File: src/rtl/prm_router_if.sv
// Decode-to-consumer parameter bus: instruction-side strobe/fields in, per-channel values out.
interface prm_router_if #(
  parameter int PW    = 4,
  parameter int NCH   = 3,
  parameter int SEL_W = 2
);
  logic                  en;
  logic [PW-1:0]         param;
  logic [SEL_W-1:0]      select;
  logic                  ext;
  logic                  flush;
  logic [NCH*2*PW-1:0]   chan_data;
  logic [NCH-1:0]        chan_vld;
  logic                  pfx_pend;
  logic                  sel_err;

  modport master (
    output en, param, select, ext, flush,
    input  chan_data, chan_vld, pfx_pend, sel_err
  );

  modport slave (
    input  en, param, select, ext, flush,
    output chan_data, chan_vld, pfx_pend, sel_err
  );
endinterface

File: src/rtl/prm_router.sv
// Registered PARAM-field router: steers a (optionally prefixed) parameter to one of NCH channels,
// with hold/clear of idle channels, per-channel valid pulses and an illegal-select error pulse.
module prm_router #(
  parameter int PW    = 4,
  parameter int NCH   = 3,
  parameter int SEL_W = 2,
  parameter int HOLD  = 0
) (
  input  logic         clk,
  input  logic         reset,
  prm_router_if.slave  bus
);
  localparam int DW = 2 * PW;

  typedef enum logic {
    IDLE,
    PFX
  } state_t;

  state_t              r_state;
  logic [PW-1:0]       r_hi;
  logic [NCH*DW-1:0]   r_data;
  logic [NCH-1:0]      r_vld;
  logic                r_err;

  state_t              w_state_nxt;
  logic [PW-1:0]       w_hi_nxt;
  logic [NCH*DW-1:0]   w_data_nxt;
  logic [NCH-1:0]      w_vld_nxt;
  logic                w_err_nxt;
  logic [DW-1:0]       w_value;

  assign w_value = (r_state == PFX) ? {r_hi, bus.param} : {{PW{1'b0}}, bus.param};

  always_comb begin
    w_state_nxt = r_state;
    w_hi_nxt    = r_hi;
    w_data_nxt  = r_data;
    w_vld_nxt   = '0;
    w_err_nxt   = 1'b0;
    if (bus.flush) begin
      w_state_nxt = IDLE;
      w_hi_nxt    = '0;
    end else if (bus.en) begin
      if (bus.ext) begin
        w_state_nxt = PFX;
        w_hi_nxt    = bus.param;
      end else begin
        // Any final-part strobe consumes the prefix, whether or not it delivers.
        w_state_nxt = IDLE;
        w_hi_nxt    = '0;
        if (HOLD == 0)
          w_data_nxt = '0;
        for (int unsigned k = 0; k < NCH; k++) begin
          if (int'(bus.select) == int'(k) + 1) begin
            w_data_nxt[k*DW +: DW] = w_value;
            w_vld_nxt[k]           = 1'b1;
          end
        end
        if (int'(bus.select) > NCH)
          w_err_nxt = 1'b1;
      end
    end
  end

  always_ff @(posedge clk or posedge reset) begin
    if (reset) begin
      r_state <= IDLE;
      r_hi    <= '0;
      r_data  <= '0;
      r_vld   <= '0;
      r_err   <= 1'b0;
    end else begin
      r_state <= w_state_nxt;
      r_hi    <= w_hi_nxt;
      r_data  <= w_data_nxt;
      r_vld   <= w_vld_nxt;
      r_err   <= w_err_nxt;
    end
  end

  assign bus.chan_data = r_data;
  assign bus.chan_vld  = r_vld;
  assign bus.pfx_pend  = (r_state == PFX);
  assign bus.sel_err   = r_err;
endmodule

File: src/flat_wrapper.sv
// flat-port wrapper written by rule: the top's interface ports become plain ports
module prm_router_flat 
#(
  parameter int PW    = 4,
  parameter int NCH   = 3,
  parameter int SEL_W = 2,
  parameter int HOLD  = 0
)
  (clk, reset, bus_en, bus_param, bus_select, bus_ext, bus_flush, bus_chan_data, bus_chan_vld, bus_pfx_pend, bus_sel_err);
  prm_router_if #(.PW(PW), .NCH(NCH), .SEL_W(SEL_W)) bus_i ();
  input  logic clk;
  input  logic reset;
  input wire logic [$bits(bus_i.en)-1:0] bus_en;
  input wire logic [$bits(bus_i.param)-1:0] bus_param;
  input wire logic [$bits(bus_i.select)-1:0] bus_select;
  input wire logic [$bits(bus_i.ext)-1:0] bus_ext;
  input wire logic [$bits(bus_i.flush)-1:0] bus_flush;
  output wire logic [$bits(bus_i.chan_data)-1:0] bus_chan_data;
  output wire logic [$bits(bus_i.chan_vld)-1:0] bus_chan_vld;
  output wire logic [$bits(bus_i.pfx_pend)-1:0] bus_pfx_pend;
  output wire logic [$bits(bus_i.sel_err)-1:0] bus_sel_err;
  assign bus_i.en = bus_en;
  assign bus_i.param = bus_param;
  assign bus_i.select = bus_select;
  assign bus_i.ext = bus_ext;
  assign bus_i.flush = bus_flush;
  assign bus_chan_data = bus_i.chan_data;
  assign bus_chan_vld = bus_i.chan_vld;
  assign bus_pfx_pend = bus_i.pfx_pend;
  assign bus_sel_err = bus_i.sel_err;
  prm_router #(.PW(PW), .NCH(NCH), .SEL_W(SEL_W), .HOLD(HOLD)) u_core (.clk(clk), .reset(reset), .bus(bus_i));
endmodule
File: config.mk
export PLATFORM = sky130hd
export DESIGN_NAME = prm_router_flat
export DESIGN_NICKNAME = d
export VERILOG_FILES = /design/src/rtl/prm_router_if.sv /design/src/rtl/prm_router.sv /design/src/flat_wrapper.sv
export SDC_FILE = /design/constraint.sdc
export NUM_CORES = 1
export LEC_CHECK = 0
export BUFFER_PORTS_ARGS = -buffer_cell sky130_fd_sc_hd__buf_2
export CAP_MARGIN = 25
export CORE_AREA = 2 2 69 71
export CTS_BUF_LIST = sky130_fd_sc_hd__clkbuf_4 sky130_fd_sc_hd__clkbuf_8
export DETAILED_ROUTE_END_ITERATION = 7
export DIE_AREA = 0 0 71 73
export GPL_TIMING_DRIVEN = 0
export PLACE_DENSITY = 0.53
export SETUP_SLACK_MARGIN = 0.5
export SLEW_MARGIN = 20
export SYNTH_ARGS = -nofsm -noshare
export SYNTH_HDL_FRONTEND = slang
export SYNTH_SLANG_ARGS = --single-unit
File: constraint.sdc
create_clock -name clk -period 1.39 [get_ports clk]
set_input_delay 0.2085 -clock clk [delete_from_list [all_inputs] [get_ports clk]]
set_output_delay 0.2085 -clock clk [all_outputs]
set_load 0.03 [all_outputs]
==> impl_metrics.xml <==
<?xml version="1.0" encoding="UTF-8"?>
<metrics>
  <group name="global_route">
    <metric name="global_route_wire_length_before_repair" unit="um">5506</metric>
    <metric name="grt_pass1_vias" unit="">1153</metric>
    <metric name="grt_max_degree" unit="">33</metric>
    <metric name="global_router_s_overall_resource_usage" unit="%">14.28</metric>
    <metric name="grt.overflow.total" unit="">0</metric>
    <metric name="grt_antenna_before_repair" unit="">0</metric>
  </group>
  <group name="floorplan">
    <metric name="floorplan.io_pins" unit="">40</metric>
    <metric name="num_rows" unit="">25</metric>
    <metric name="floorplan.initialDensity" unit="%">33.93</metric>
    <metric name="core" unit="um^2">4536</metric>
    <metric name="chipHeight" unit="um">73</metric>
    <metric name="die-area" unit="um^2">5183</metric>
    <metric name="die_w" unit="um">71</metric>
  </group>
  <group name="synthesis">
    <metric name="netlist.area_leader.share" unit="%">52.03</metric>
    <metric name="post_synth.cell_area_avg" unit="um^2">13.50</metric>
    <metric name="distinct_cell_type_count_after_synthesis" unit="">19</metric>
    <metric name="synth_top_area_cell" unit="">sky130_fd_sc_hd__dfrtp_1</metric>
    <metric name="adder_and_majority_cell_fraction_of_the_synthesized_area" unit="%">0</metric>
    <metric name="ys.warnings.count" unit="">0</metric>
    <metric name="ys_top_cells_by_area" unit="">sky130_fd_sc_hd__dfrtp_1 (52%), sky130_fd_sc_hd__mux2_4 (13%), sky130_fd_sc_hd__and3b_1 (5.7%)</metric>
    <metric name="yosys.area_share.xor_xnor" unit="%">0</metric>
    <metric name="synth_top_family_by_area" unit="">multiplexers</metric>
    <metric name="synth_seq_area_share" unit="%">52.03</metric>
    <metric name="synth_area" unit="um^2">1539</metric>
    <metric name="post_synth_and_or_nand_nor_area_fraction" unit="%">18.94</metric>
    <metric name="postSynthRegisterBits" unit="">32</metric>
    <metric name="syn_inst" unit="">114</metric>
    <metric name="post_synth_mux_area_share" unit="%">21.06</metric>
    <metric name="postSynthNetCount" unit="">125</metric>
    <metric name="synth-compound-area-share" unit="%">1.301</metric>
  </group>
  <group name="cells_and_area">
    <metric name="nNetsFinal" unit="">203</metric>
    <metric name="n_antenna_cell" unit="">0</metric>
    <metric name="layout_commonest_cell" unit="">sky130_fd_sc_hd__dfrtp_1</metric>
    <metric name="design_area" unit="um^2">2504</metric>
    <metric name="flow.area_growth_from_synthesis" unit="%">62.68</metric>
    <metric name="post_route_cells_drive_above_1_share" unit="%">57.51</metric>
    <metric name="n_fill_cell" unit="">382</metric>
    <metric name="finalCoreUtilization" unit="%">55.20</metric>
    <metric name="mostFrequentLayoutCells" unit="">sky130_fd_sc_hd__dfrtp_1 (31), sky130_fd_sc_hd__buf_6 (30), sky130_fd_sc_hd__buf_4 (27)</metric>
  </group>
  <group name="cts">
    <metric name="cts_inserted_buffers" unit="">5</metric>
    <metric name="cts_htree_levels" unit="">2</metric>
    <metric name="cts.sink_count" unit="">32</metric>
    <metric name="cts_max_path_buffers" unit="">2</metric>
    <metric name="clock_insertion_delay_worst_skew" unit="ns">0.29</metric>
    <metric name="root_buffer" unit="">sky130_fd_sc_hd__clkbuf_8</metric>
    <metric name="hold_fix_buffers_at_cts" unit="">0</metric>
    <metric name="cts.clk_slew.worst_paths" unit="ns">0.07</metric>
    <metric name="tritoncts_clock_tree" unit="">yes</metric>
  </group>
  <group name="routing">
    <metric name="drtAntennaViolNets" unit="">0</metric>
    <metric name="drt_iter0_drc" unit="">52</metric>
    <metric name="drt-total-wl" unit="um">3521</metric>
    <metric name="vias" unit="">1148</metric>
    <metric name="drc" unit="">0</metric>
    <metric name="detail_route.vias_per_cell" unit="">4.648</metric>
    <metric name="detail_route.wl_per_cell" unit="um">14.26</metric>
    <metric name="drtPass1Iterations" unit="">4</metric>
  </group>
  <group name="sta">
    <metric name="sum_of_negative_setup_slack" unit="ns">0</metric>
    <metric name="final_hold_viol_count" unit="">0</metric>
    <metric name="layout_setup_ws" unit="ns">0.2748</metric>
    <metric name="fin_crit" unit="ns">1.115</metric>
    <metric name="rsz_0062_raised_after_global_routing" unit="">true</metric>
    <metric name="finalClockSkew" unit="ns">0.008734</metric>
    <metric name="maxClockFrequency" unit="MHz">896.7</metric>
    <metric name="period_share" unit="%">80.23</metric>
    <metric name="setup_viol" unit="">0</metric>
    <metric name="tightest_slew_margin_relative_to_the_limit" unit="%">51.87</metric>
    <metric name="maxSlewViolCount" unit="">0</metric>
    <metric name="worst_pin_slew" unit="ns">0.7204</metric>
  </group>
  <group name="job">
    <metric name="drv_cap" unit="">0</metric>
  </group>
  <group name="power">
    <metric name="power_per_unit_of_standard_cell_area" unit="nW/um^2">915.1</metric>
    <metric name="switching_share" unit="%">25.11</metric>
    <metric name="share_clk_of_total_power" unit="%">34.9</metric>
    <metric name="vdd_ir_drop_max" unit="mV">0.3700</metric>
    <metric name="logic_pwr_share" unit="%">21.2</metric>
    <metric name="p_seq_share" unit="%">44.0</metric>
    <metric name="switching_power" unit="mW">0.5753</metric>
    <metric name="leakage" unit="nW">1.293</metric>
    <metric name="power.internal" unit="mW">1.716</metric>
  </group>
  <group name="worst_setup_path">
    <metric name="critPathCaptureType" unit="">register</metric>
    <metric name="critical_path_arrival" unit="ns">1.28</metric>
    <metric name="critical_path_class" unit="">register to register</metric>
    <metric name="largest_fanout_on_the_critical_path" unit="">6</metric>
    <metric name="timing.critical_path.required" unit="ns">1.56</metric>
    <metric name="start_kind" unit="">register</metric>
  </group>
  <group name="min_path">
    <metric name="worst_hold_path_type" unit="">input port to async pin</metric>
  </group>
  <group name="placement">
    <metric name="placement.setup.worst_slack" unit="ns">0.05544</metric>
    <metric name="finalWeightedCongestion" unit="">0.7906</metric>
    <metric name="place.port_buffers" unit="">37</metric>
    <metric name="hpwlAfterDp" unit="um">2284</metric>
    <metric name="postPlaceCellArea" unit="um^2">1814</metric>
  </group>
  <group name="run_status">
    <metric name="outcome" unit="">complete, no violations</metric>
  </group>
</metrics>
-- synthesized netlist by cell type --
master / instances
sky130_fd_sc_hd__mux2_4: 13
sky130_fd_sc_hd__nand3_1: 4
sky130_fd_sc_hd__buf_12: 1
sky130_fd_sc_hd__nand2b_1: 4
sky130_fd_sc_hd__nor3b_4: 1
sky130_fd_sc_hd__and3_1: 5
sky130_fd_sc_hd__nor2_1: 1
sky130_fd_sc_hd__buf_6: 3
sky130_fd_sc_hd__mux2_2: 7
sky130_fd_sc_hd__clkbuf_1: 5
sky130_fd_sc_hd__conb_1: 1
sky130_fd_sc_hd__a21oi_1: 4
sky130_fd_sc_hd__dfrtp_1: 32
sky130_fd_sc_hd__and3b_1: 10
sky130_fd_sc_hd__inv_1: 5
sky130_fd_sc_hd__nand4_1: 4
sky130_fd_sc_hd__mux2i_1: 5
sky130_fd_sc_hd__buf_4: 1
sky130_fd_sc_hd__and4b_1: 8
-- power groups by stage --
| stage | registers (mW) | clock network (mW) | logic (mW) |
|---|---|---|---|
| finish | 1.01 | 0.799 | 0.485 |
| CTS | 1.01 | 0.821 | 0.467 |
| global placement | 1.02 | 0 | 0.317 |
| global route | 1.01 | 0.870 | 0.514 |
| detailed placement | 1.02 | 0 | 0.322 |
| floorplan | 1.09 | 0 | 0.147 |
-- path summary, 6_finish.rpt --
| path | start | endpoint | slack, ns | cells after the start |
|---|---|---|---|---|
| min | reset | u_core.r_hi[1]$_DFFE_PP0P_ | 0.04 | 2 |
| min reg2reg | u_core.bus.chan_data[12]$_DFFE_PP0P_ | u_core.bus.chan_data[12]$_DFFE_PP0P_ | 0.54 | 1 |
| max | u_core.bus.pfx_pend$_DFFE_PP0P_ | u_core.bus.chan_data[7]$_DFFE_PP0P_ | 0.27 | 3 |
| max reg2reg | u_core.bus.pfx_pend$_DFFE_PP0P_ | u_core.bus.chan_data[7]$_DFFE_PP0P_ | 0.27 | 3 |
| min in group clk | bus_flush | u_core.bus.pfx_pend$_DFFE_PP0P_ | 0.19 | 3 |
| max in group asynchronous | reset | u_core.bus.pfx_pend$_DFFE_PP0P_ | 0.93 | 2 |
-- layout make-up --
type                    count  area [um^2]  share of cell area (%)
multi-input cells          67        666.9                   26.64
clock buffers               8        103.9                   4.148
well taps                  54        67.56                   2.699
flip-flops and latches     32        802.0                   32.03
repair buffers             71        734.5                   29.34
plain buffers              10        106.4                   4.248
inverters                   5        22.52                  0.8996
-- registers in the layout, indices dropped and copies added (netlist names) --
name and flops:
u_core.bus.chan_data 24, u_core.r_hi 4, u_core.bus.chan_vld 3, u_core.bus.pfx_pend 1
-- through the flow --
stage / hold slack [ns] / std cells / power [mW]
finish: 0.03597 / 247 / 2.291
CTS: 0.05198 / 239 / 2.295
detailed placement: 0.3599 / 205 / 1.340
global placement: 0.3395 / 205 / 1.334
floorplan: 0.1368 / 114 / 1.240
global route: 0.08192 / 247 / 2.396
-- cells by family (layout without fill, tap and decap cells) --
group / after synthesis / count (layout)
flops: 32 / 32
simple gates: 37 / 37
other cells: 1 / 1
mux: 25 / 25
compound gates: 4 / 4
buf+inv: 15 / 94
-- layer usage --
metal  vias up  part of all wire (%)  track usage (%)
li1        562                     -                -
met4         0                   1.5            6.289
met2        25                    51            23.36
met1       556                    44            17.44
met3         5                   4.1            4.420
met5         -                     0                0
-- critical path, stage by stage (launching register included) --
cell and delay (ns):
sky130_fd_sc_hd__dfrtp_2 0.44, sky130_fd_sc_hd__buf_8 0.13, sky130_fd_sc_hd__and4b_1 0.17, sky130_fd_sc_hd__mux2_4 0.25
-- repair_timing --
item / CTS / global route
buffers inserted: 25 / 8
gates resized for setup: 69 / 7
gates cloned: 1 / 0
setup endpoints to repair: 51 / 56
pin swaps: 4 / 2
Power figures use the tool's default switching activity.
